### src/rtl/sistema_datapath_pkg.sv
// Shared constants, state type and shift helper for the sistema datapath execution block.
package sistema_datapath_pkg;
    localparam int DW    = 8;
    localparam int NREGS = 4;

    localparam logic [3:0] ALU_ADD  = 4'd0;
    localparam logic [3:0] ALU_SUB  = 4'd1;
    localparam logic [3:0] ALU_AND  = 4'd2;
    localparam logic [3:0] ALU_OR   = 4'd3;
    localparam logic [3:0] ALU_XOR  = 4'd4;
    localparam logic [3:0] ALU_NOTA = 4'd5;
    localparam logic [3:0] ALU_PASA = 4'd6;
    localparam logic [3:0] ALU_PASB = 4'd7;
    localparam logic [3:0] ALU_INC  = 4'd8;
    localparam logic [3:0] ALU_DEC  = 4'd9;
    localparam logic [3:0] ALU_ADC  = 4'd10;

    localparam logic [1:0] SH_NONE = 2'd0;
    localparam logic [1:0] SH_SHL  = 2'd1;
    localparam logic [1:0] SH_SHR  = 2'd2;
    localparam logic [1:0] SH_ROR  = 2'd3;

    localparam logic [2:0] SRC_FIXED0 = 3'd4;
    localparam logic [2:0] SRC_FIXED1 = 3'd5;
    localparam logic [2:0] SRC_IMM    = 3'd6;
    localparam logic [2:0] SRC_ZERO   = 3'd7;

    localparam logic [DW-1:0] FIXED0 = 8'b00001001;
    localparam logic [DW-1:0] FIXED1 = 8'b00001111;

    localparam int FLAG_N = 3;
    localparam int FLAG_Z = 2;
    localparam int FLAG_C = 1;
    localparam int FLAG_V = 0;

    typedef enum logic [2:0] {ST_IDLE, ST_EXEC, ST_SHIFT, ST_WB, ST_RESP} state_t;

    // One shift step: returns {carry, value}; ROR carry is the bit that becomes the MSB.
    function automatic logic [DW:0] shift1(input logic [1:0] op, input logic [DW-1:0] val,
                                           input logic cin);
        case (op)
            SH_SHL:  shift1 = {val[DW-1], val[DW-2:0], 1'b0};
            SH_SHR:  shift1 = {val[0], 1'b0, val[DW-1:1]};
            SH_ROR:  shift1 = {val[0], val[0], val[DW-1:1]};
            default: shift1 = {cin, val};
        endcase
    endfunction
endpackage

### src/rtl/sistema_alu.sv
// Combinational 8-bit ALU; C/V are only meaningful for the arithmetic ops and cleared otherwise.
module sistema_alu
    import sistema_datapath_pkg::*;
(
    input  logic [DW-1:0] a_i,
    input  logic [DW-1:0] b_i,
    input  logic [3:0]    op_i,
    input  logic          cin_i,
    output logic [DW-1:0] y_o,
    output logic          c_o,
    output logic          v_o
);
    logic [DW:0] sum;

    always_comb begin
        sum = '0;
        y_o = '0;
        c_o = 1'b0;
        v_o = 1'b0;
        case (op_i)
            ALU_ADD, ALU_ADC: begin
                sum = {1'b0, a_i} + {1'b0, b_i}
                    + {{DW{1'b0}}, (op_i == ALU_ADC) ? cin_i : 1'b0};
                y_o = sum[DW-1:0];
                c_o = sum[DW];
                v_o = (a_i[DW-1] == b_i[DW-1]) && (y_o[DW-1] != a_i[DW-1]);
            end
            ALU_SUB: begin
                sum = {1'b0, a_i} - {1'b0, b_i};
                y_o = sum[DW-1:0];
                c_o = ~sum[DW];
                v_o = (a_i[DW-1] != b_i[DW-1]) && (y_o[DW-1] != a_i[DW-1]);
            end
            ALU_AND:  y_o = a_i & b_i;
            ALU_OR:   y_o = a_i | b_i;
            ALU_XOR:  y_o = a_i ^ b_i;
            ALU_NOTA: y_o = ~a_i;
            ALU_PASA: y_o = a_i;
            ALU_PASB: y_o = b_i;
            ALU_INC: begin
                sum = {1'b0, a_i} + (DW+1)'(1);
                y_o = sum[DW-1:0];
                c_o = sum[DW];
                v_o = ~a_i[DW-1] & y_o[DW-1];
            end
            ALU_DEC: begin
                sum = {1'b0, a_i} - (DW+1)'(1);
                y_o = sum[DW-1:0];
                c_o = ~sum[DW];
                v_o = a_i[DW-1] & ~y_o[DW-1];
            end
            default: ;
        endcase
    end
endmodule

### src/rtl/sistema_datapath_exec.sv
// Control-word execution datapath: source muxes, ALU, shifter, 4-entry register file, status response.
// Define SISTEMA_DATAPATH_BARREL_SHIFT_EN to finish the shift inside EXEC instead of one bit per cycle.
module sistema_datapath_exec
    import sistema_datapath_pkg::*;
(
    input  logic          CLOCK_50,
    input  logic          Reset_InHigh,
    input  logic          cw_valid,
    output logic          cw_ready,
    input  logic [2:0]    cw_dest,
    input  logic [2:0]    cw_srca,
    input  logic [2:0]    cw_srcb,
    input  logic [3:0]    cw_aluop,
    input  logic [1:0]    cw_shop,
    input  logic [2:0]    cw_shamt,
    input  logic [7:0]    cw_imm,
    output logic          rsp_valid,
    input  logic          rsp_ready,
    output logic [7:0]    rsp_result,
    output logic [3:0]    rsp_flags
);
    state_t                     state_q;
    logic [NREGS-1:0][DW-1:0]   regs_q;
    logic [2:0]                 dest_q;
    logic [3:0]                 aluop_q;
    logic [1:0]                 shop_q;
    logic [2:0]                 cnt_q;
    logic [DW-1:0]              opa_q, opb_q, res_q;
    logic                       c_q, v_q;
    logic                       cw_ready_q, rsp_valid_q;
    logic [DW-1:0]              rsp_result_q;
    logic [3:0]                 flags_q;

    logic [DW-1:0]              srca_d, srcb_d, alu_y;
    logic                       alu_c, alu_v;
    logic [DW:0]                step_d;
    logic [3:0]                 flags_d;

    function automatic logic [DW-1:0] src_sel(input logic [2:0] sel,
                                              input logic [NREGS-1:0][DW-1:0] regs,
                                              input logic [DW-1:0] imm);
        case (sel)
            SRC_FIXED0: src_sel = FIXED0;
            SRC_FIXED1: src_sel = FIXED1;
            SRC_IMM:    src_sel = imm;
            SRC_ZERO:   src_sel = '0;
            default:    src_sel = regs[sel[1:0]];
        endcase
    endfunction

    assign srca_d = src_sel(cw_srca, regs_q, cw_imm);
    assign srcb_d = src_sel(cw_srcb, regs_q, cw_imm);

    // Carry-in comes from the flag register left by the previous instruction.
    sistema_alu u_alu (
        .a_i   (opa_q),
        .b_i   (opb_q),
        .op_i  (aluop_q),
        .cin_i (flags_q[FLAG_C]),
        .y_o   (alu_y),
        .c_o   (alu_c),
        .v_o   (alu_v)
    );

    assign step_d  = shift1(shop_q, res_q, c_q);
    assign flags_d = {res_q[DW-1], (res_q == '0), c_q, v_q};

`ifdef SISTEMA_DATAPATH_BARREL_SHIFT_EN
    logic [DW:0] bar_d;
    always_comb begin
        bar_d = {alu_c, alu_y};
        for (int i = 0; i < 8; i++)
            if (i < int'(cnt_q)) bar_d = shift1(shop_q, bar_d[DW-1:0], bar_d[DW]);
    end
`endif

    always_ff @(posedge CLOCK_50 or posedge Reset_InHigh) begin
        if (Reset_InHigh) begin
            state_q      <= ST_IDLE;
            regs_q       <= '0;
            dest_q       <= '0;
            aluop_q      <= '0;
            shop_q       <= '0;
            cnt_q        <= '0;
            opa_q        <= '0;
            opb_q        <= '0;
            res_q        <= '0;
            c_q          <= 1'b0;
            v_q          <= 1'b0;
            cw_ready_q   <= 1'b1;
            rsp_valid_q  <= 1'b0;
            rsp_result_q <= '0;
            flags_q      <= '0;
        end else begin
            case (state_q)
                ST_IDLE: if (cw_valid) begin
                    dest_q     <= cw_dest;
                    aluop_q    <= cw_aluop;
                    shop_q     <= cw_shop;
                    cnt_q      <= cw_shamt;
                    opa_q      <= srca_d;
                    opb_q      <= srcb_d;
                    cw_ready_q <= 1'b0;
                    state_q    <= ST_EXEC;
                end
                ST_EXEC: begin
                    v_q <= alu_v;
`ifdef SISTEMA_DATAPATH_BARREL_SHIFT_EN
                    res_q   <= bar_d[DW-1:0];
                    c_q     <= bar_d[DW];
                    state_q <= ST_WB;
`else
                    res_q   <= alu_y;
                    c_q     <= alu_c;
                    state_q <= (shop_q != SH_NONE && cnt_q != '0) ? ST_SHIFT : ST_WB;
`endif
                end
                ST_SHIFT: begin
                    {c_q, res_q} <= step_d;
                    cnt_q        <= cnt_q - 3'd1;
                    if (cnt_q == 3'd1) state_q <= ST_WB;
                end
                ST_WB: begin
                    if (!dest_q[2]) regs_q[dest_q[1:0]] <= res_q;
                    flags_q      <= flags_d;
                    rsp_result_q <= res_q;
                    rsp_valid_q  <= 1'b1;
                    state_q      <= ST_RESP;
                end
                ST_RESP: if (rsp_ready) begin
                    rsp_valid_q <= 1'b0;
                    cw_ready_q  <= 1'b1;
                    state_q     <= ST_IDLE;
                end
                default: state_q <= ST_IDLE;
            endcase
        end
    end

    assign cw_ready   = cw_ready_q;
    assign rsp_valid  = rsp_valid_q;
    assign rsp_result = rsp_result_q;
    assign rsp_flags  = flags_q;
endmodule
### config.mk
export PLATFORM = sky130hd
export DESIGN_NAME = sistema_datapath_exec
export DESIGN_NICKNAME = d
export VERILOG_FILES = /design/src/rtl/sistema_datapath_pkg.sv /design/src/rtl/sistema_alu.sv /design/src/rtl/sistema_datapath_exec.sv
export SDC_FILE = /design/constraint.sdc
export NUM_CORES = 1
export LEC_CHECK = 0
export ABC_CLOCK_PERIOD_IN_PS = 3000
export CORE_UTILIZATION = 36
export CTS_CLUSTER_DIAMETER = 100
export CTS_CLUSTER_SIZE = 28
export DETAILED_ROUTE_END_ITERATION = 16
export PLACE_DENSITY = 0.62
export SLEW_MARGIN = 30
export SYNTH_ARGS = -nofsm -noshare
export SYNTH_HDL_FRONTEND = slang
export SYNTH_SLANG_ARGS = --single-unit
### constraint.sdc
create_clock -name CLOCK_50 -period 3 [get_ports CLOCK_50]
set_input_delay 0.3 -clock CLOCK_50 [delete_from_list [all_inputs] [get_ports CLOCK_50]]
set_output_delay 0.3 -clock CLOCK_50 [all_outputs]
set_load 0.02 [all_outputs]
== Word level (Yosys, flattened, before mapping) ==
Index checks and enable logic that the tools add are counted.

* Register bits after elaboration: 87
* Input bits: 30
* Word-level logic and storage cells: 122

* Add/sub/neg operators: 6
* $lt $le $gt $ge: 4
* Equality and inequality tests: 34
* Muxes and demuxes: 28
* Bitwise gates (word level): 11
* Reduce and logical (&&, ||, !) cells: 21

{| class="wikitable"
|+ Operators by type and width
! cell !! count
|-
| $pmux W8 S10 || 1
|-
| $pmux W8 S4 || 2
|-
| $bmux W8 S2 || 2
|-
| $bwmux W32 || 1
|-
| $eq A3 B3 Y1 const B || 9
|-
| $pmux W9 S3 || 1
|-
| $mux W8 || 3
|-
| $demux W8 S2 || 1
|-
| $eq A4 B3 Y1 const B || 4
|-
| $pmux W8 S2 || 1
|-
| $pmux W3 S5 || 1
|-
| $eq A4 B4 Y1 const B || 3
|-
| $mux W3 || 4
|-
| $reduce_and A2 Y1 || 5
|-
| $reduce_bool A2 Y1 || 5
|-
| $add A8 B1 Y9 const B || 1
|-
| $add A8 B8 Y9 || 1
|-
| $add A9 B1 Y9 || 1
|-
| $lt A2 B3 Y1 const B || 3
|-
| $sub A8 B1 Y9 const B || 1
|-
| $sub A8 B8 Y9 || 1
|-
| $and A8 B8 Y8 || 1
|-
| $eq A4 B2 Y1 const B || 2
|-
| $logic_not A8 Y1 || 1
|-
| other kinds (26) || 49
|}

== Logic depth before layout (Yosys ltp) ==
* Word-level depth: 6
* Mapped depth: 11
* Gate-level depth less buffers: 10

== Hierarchy ==
From an unflattened synthesis, not the netlist that was laid out.

* Cell total of the unflattened synthesis: 669
* Area, all modules: 6318.6 µm²

{| class="wikitable"
|+ By module, submodules not included
! module !! instances !! cells each !! area an instance (µm²)
|-
| sistema_datapath_exec || 1 || 388 || 4370.4
|-
| sistema_alu || 1 || 281 || 1948.1
|}

== Worst setup path after synthesis ==
No wires, ideal clock.

* Kind: flip-flop to flip-flop
* From: register aluop_q[3]
* To: register res_q[6]
* Library setup time: 77 ps
* Arrival time: 2623 ps
* Path slack: 299 ps
* Stages on the path, launching flop included: 11
* Path buffers: 2
* Clock period less this slack: 2701 ps
* Path through: dfrtp_1 clkbuf_8 clkbuf_1 nand4_1 fa_1 fa_1 o21ai_0 a31o_2 xnor2_1 a22oi_1 a21oi_1

* Longest elaborated chain between the ends: 5
* Elaborated cells between the ends (all ways): 16
* Those cells by class: add/sub: 1; eq/ne: 10; mux: 3; reduce/logical: 2

{| class="wikitable"
|+ Ends and longest elaborated chain
! item !! RTL line !! text
|-
| from (decl) || sistema_datapath_exec.sv:25 || <nowiki>logic [3:0] aluop_q;</nowiki>
|-
| from (signal assigned) || sistema_datapath_exec.sv:98 || <nowiki>aluop_q <= cw_aluop;</nowiki>
|-
| $eq A4 B4 Y1 || sistema_alu.sv:20, sistema_alu.sv:23 ||
|-
| $mux W1 || sistema_alu.sv:23 || <nowiki>+ {{DW{1'b0}}, (op_i == ALU_ADC) ? cin_i : 1'b0};</nowiki>
|-
| $add A9 B1 Y9 || sistema_alu.sv:23 ||
|-
| $pmux W8 S10 (*) || sistema_alu.sv:20 || <nowiki>case (op_i)</nowiki>
|-
| $pmux W8 S2 (*) || sistema_datapath_exec.sv:95 || <nowiki>case (state_q)</nowiki>
|-
| to (signal assigned) || sistema_datapath_exec.sv:113 || <nowiki>res_q <= alu_y;</nowiki>
|-
| to (signal assigned) || sistema_datapath_exec.sv:119 || <nowiki>{c_q, res_q} <= step_d;</nowiki>
|-
| to (decl) || sistema_datapath_exec.sv:28 || <nowiki>logic [DW-1:0] opa_q, opb_q, res_q;</nowiki>
|}

Mark *: on every way between the ends. The rest lies on a longest branch, timed or not.
A chain may end at the register's enable or synchronous reset.

== Final worst setup path ==
* From: register opa_q[0]
* To: register res_q[6]

* Longest elaborated chain between the ends: 4
* Elaborated cells between the ends (all ways): 7
* Those cells by class: add/sub: 5; mux: 2

{| class="wikitable"
|+ Ends and longest elaborated chain
! item !! RTL line !! text
|-
| from (decl) || sistema_datapath_exec.sv:28 ||
|-
| from (signal assigned) || sistema_datapath_exec.sv:101 || <nowiki>opa_q <= srca_d;</nowiki>
|-
| $add A8 B8 Y9 || sistema_alu.sv:22 || <nowiki>sum = {1'b0, a_i} + {1'b0, b_i}</nowiki>
|-
| $add A9 B1 Y9 || sistema_alu.sv:23 ||
|-
| $pmux W8 S10 (*) || sistema_alu.sv:20 ||
|-
| $pmux W8 S2 (*) || sistema_datapath_exec.sv:95 ||
|}

Marked as above.

==> results.cfg <==
[detailed_routing]
initialDrtViolationCount = 449
dr.pass1.iters = 5
finalWirelength_mm = 18.3
vias_per_cell = 5.87
vias = 5109
drc = 0
wire_per_inst_um = 21.0
ant_nets = 0

[die]
die_w_um = 133
dieArea_um2 = 17700
io_pins = 44
row_count = 47
die_h_um = 133
initial_core_util_pct = 37.0
coreArea_um2 = 16600

[yosys]
postSynth.asyncResetShare_pct = 100
mappedNetlistNets = 692
ys_warn_count = 0
syn_avg_cell_area_um2 = 9.86
seq_area_frac_synth_pct = 34.9
synthFlopType = dfrtp_1
ys_ff_latch = 86
synth_enable_flop_cells = 0
yosysUniqueCellTypes = 81
netlist_area_um2 = 6160
synthCells = 625

[setup_path]
cp_slowest_cell = fa_1
critPathMaxStageDelay_ps = 530
cp_data_arrival_time_ps = 3070
cp.required_ps = 3290
crit_path_max_fanout = 10
worstSetupPathType = reg2reg
path_cells = inv_1, fa_1, fa_1, o21ai_0, a31o_2, xnor2_1, a22oi_1, a21oi_1
end_kind = flip-flop
start_kind = flip-flop
crit_top_cell = fa_1

[cts]
cts_tree = done
cts_hold_buffers = 0
cts_buffer_depth = 2
clock_latency_ps = 360
cts-root-buf = clkbuf_16
post_cts_buffers = 0
cts_resized = 0
cts_buffers = 9
clkSlewWorstSetupHoldPaths_ps = 70
clock-sinks = 86
htree_num_levels = 3

[power]
vdd_drop_max_mv = 0.570
total_power_uw = 8450
p_leak_uw = 0.00294
powerDensity_nw_per_um2 = 1200

[global_routing]
grt_pass1_vias = 5075
grt_remaining_overflow = 0
met1_usage_pct = 29.3
grt-busiest-layer = met2
grt_pass1_wl_mm = 29.1
grt_use_met3_pct = 3.60
gr-usage-met2_pct = 34.0
grt_start_max_net_pins = 57
track_usage_pct = 21.7
antenna_found_initial = 0

[timing]
fin_skew_ps = 12.8
setup_viol = 0
max_freq_mhz = 360
drv_slew = 0
rsz0062_at_grt = false
tightestPinTransition_ps = 867
setup-tns-final_ps = 0
finalCritPeriodShare_pct = 92.6
hold_viol = 0
relSlewSlack_pct = 42.2
finalWorstPathRequiredPeriod_ps = 2780

[flow_run]
max_cap_viol_count = 0

[cells_and_area]
final_cell_mix = 85 x dfrtp_1, 57 x nand2_1, 43 x clkdlybuf4s50_1
drive_gt1_share_pct = 17.2
diodes = 0
area_growth_syn_to_layout_pct = 13.8
finish.net_count = 713
postLayoutCoreUtil_pct = 42.2
mostFrequentLayoutCell = dfrtp_1

[placement]
port_buffers = 43
gp_congestion = 0.942
dp_hpwl_mm = 13.6

[status]
status = completed

[min_path]
hold_path.class = in2async
layer usage:
layer / wire (µm) / share of wire [%]
met5: 0 / 0
met4: 630 / 3.4
met3: 1040 / 5.7
met2: 8550 / 47
met1: 8090 / 44
worst max-delay path: cells and delay by family, from the launching register on:
kind | cells | cell delay [ps]
buf+inv | 1 | 200
fa+ha+maj | 2 | 970
xor+xnor | 1 | 120
flops | 1 | 520
compound gates | 4 | 880
area by class of cell:
class | count | area (µm²)
Sequential cell | 86 | 2150
Fill cell | 1606 | 9630
Timing Repair Buffer | 56 | 541
Tap cell | 220 | 275
Clock inverter | 7 | 78.8
Inverter | 36 | 141
Multi-Input combinational cell | 457 | 3600
Clock buffer | 9 | 225
metrics by stage:
stage | cells | instance area [µm²] | hold slack [ps] | setup slack (ps)
after floorplan | 625 | 6160 | 405 | 299
after global placement | 855 | 6710 | 470 | 351
after detailed placement | 855 | 6710 | 472 | 307
after CTS | 871 | 7020 | 336 | 288
after global routing | 871 | 7020 | 356 | 83.9
final | 871 | 7020 | 311 | 221
cells by family after synthesis:
logic type | synth area share (%)
xor+xnor | 1.70
fa+ha+maj | 7.88
mux | 15.6
simple gates | 14.4
buf+inv | 6.70
flops | 34.9
compound gates | 18.7
cell usage after synthesis, types with 6 or more instances:
cell	number	area (µm²)
xnor2_1	10	87.6
nand2_1	57	214
dfrtp_1	85	2130
nor2b_1	11	68.8
nand3_1	6	30.0
mux2_2	42	473
buf_2	11	55.1
ha_1	34	425
a21oi_1	40	200
clkbuf_1	17	63.8
mux4_2	16	360
nor2_1	38	143
o22ai_1	8	50.1
buf_4	7	52.6
a221oi_1	11	96.3
o21ai_0	35	175
mux2i_1	13	130
o211ai_1	19	143
nand2b_1	6	37.5
inv_1	34	128
sequential cells by signal (all words and copies together), names as in the netlist:
name	cells
rsp_result	8
c_q	1
opb_q	8
res_q	8
v_q	1
aluop_q	4
dest_q	3
rsp_valid	1
cnt_q	3
shop_q	2
opa_q	8
state_q	3
rsp_flags	3
regs_q	32
cw_ready	1
final timing paths:
check                                  start       endpoint  cells past startpoint  slack [ps]
worst min register to register  rsp_flags[2]   rsp_flags[2]                      2         480
min in group CLOCK_50           rsp_flags[2]   rsp_flags[2]                      2         480
max in group asynchronous       Reset_InHigh       opb_q[7]                      3        1990
worst min-delay path            Reset_InHigh  rsp_result[6]                      2         310
worst max-delay path                opa_q[0]       res_q[6]                      8         220
worst max register to register      opa_q[0]       res_q[6]                      8         220
report_power, final:
part	leakage [µW]	internal [µW]	switching (µW)
Combinational	0.00172	2080	2800
Sequential	0.00108	1700	694
Clock	0.000151	656	523
No activity file was read; power rests on OpenSTA's default activity.
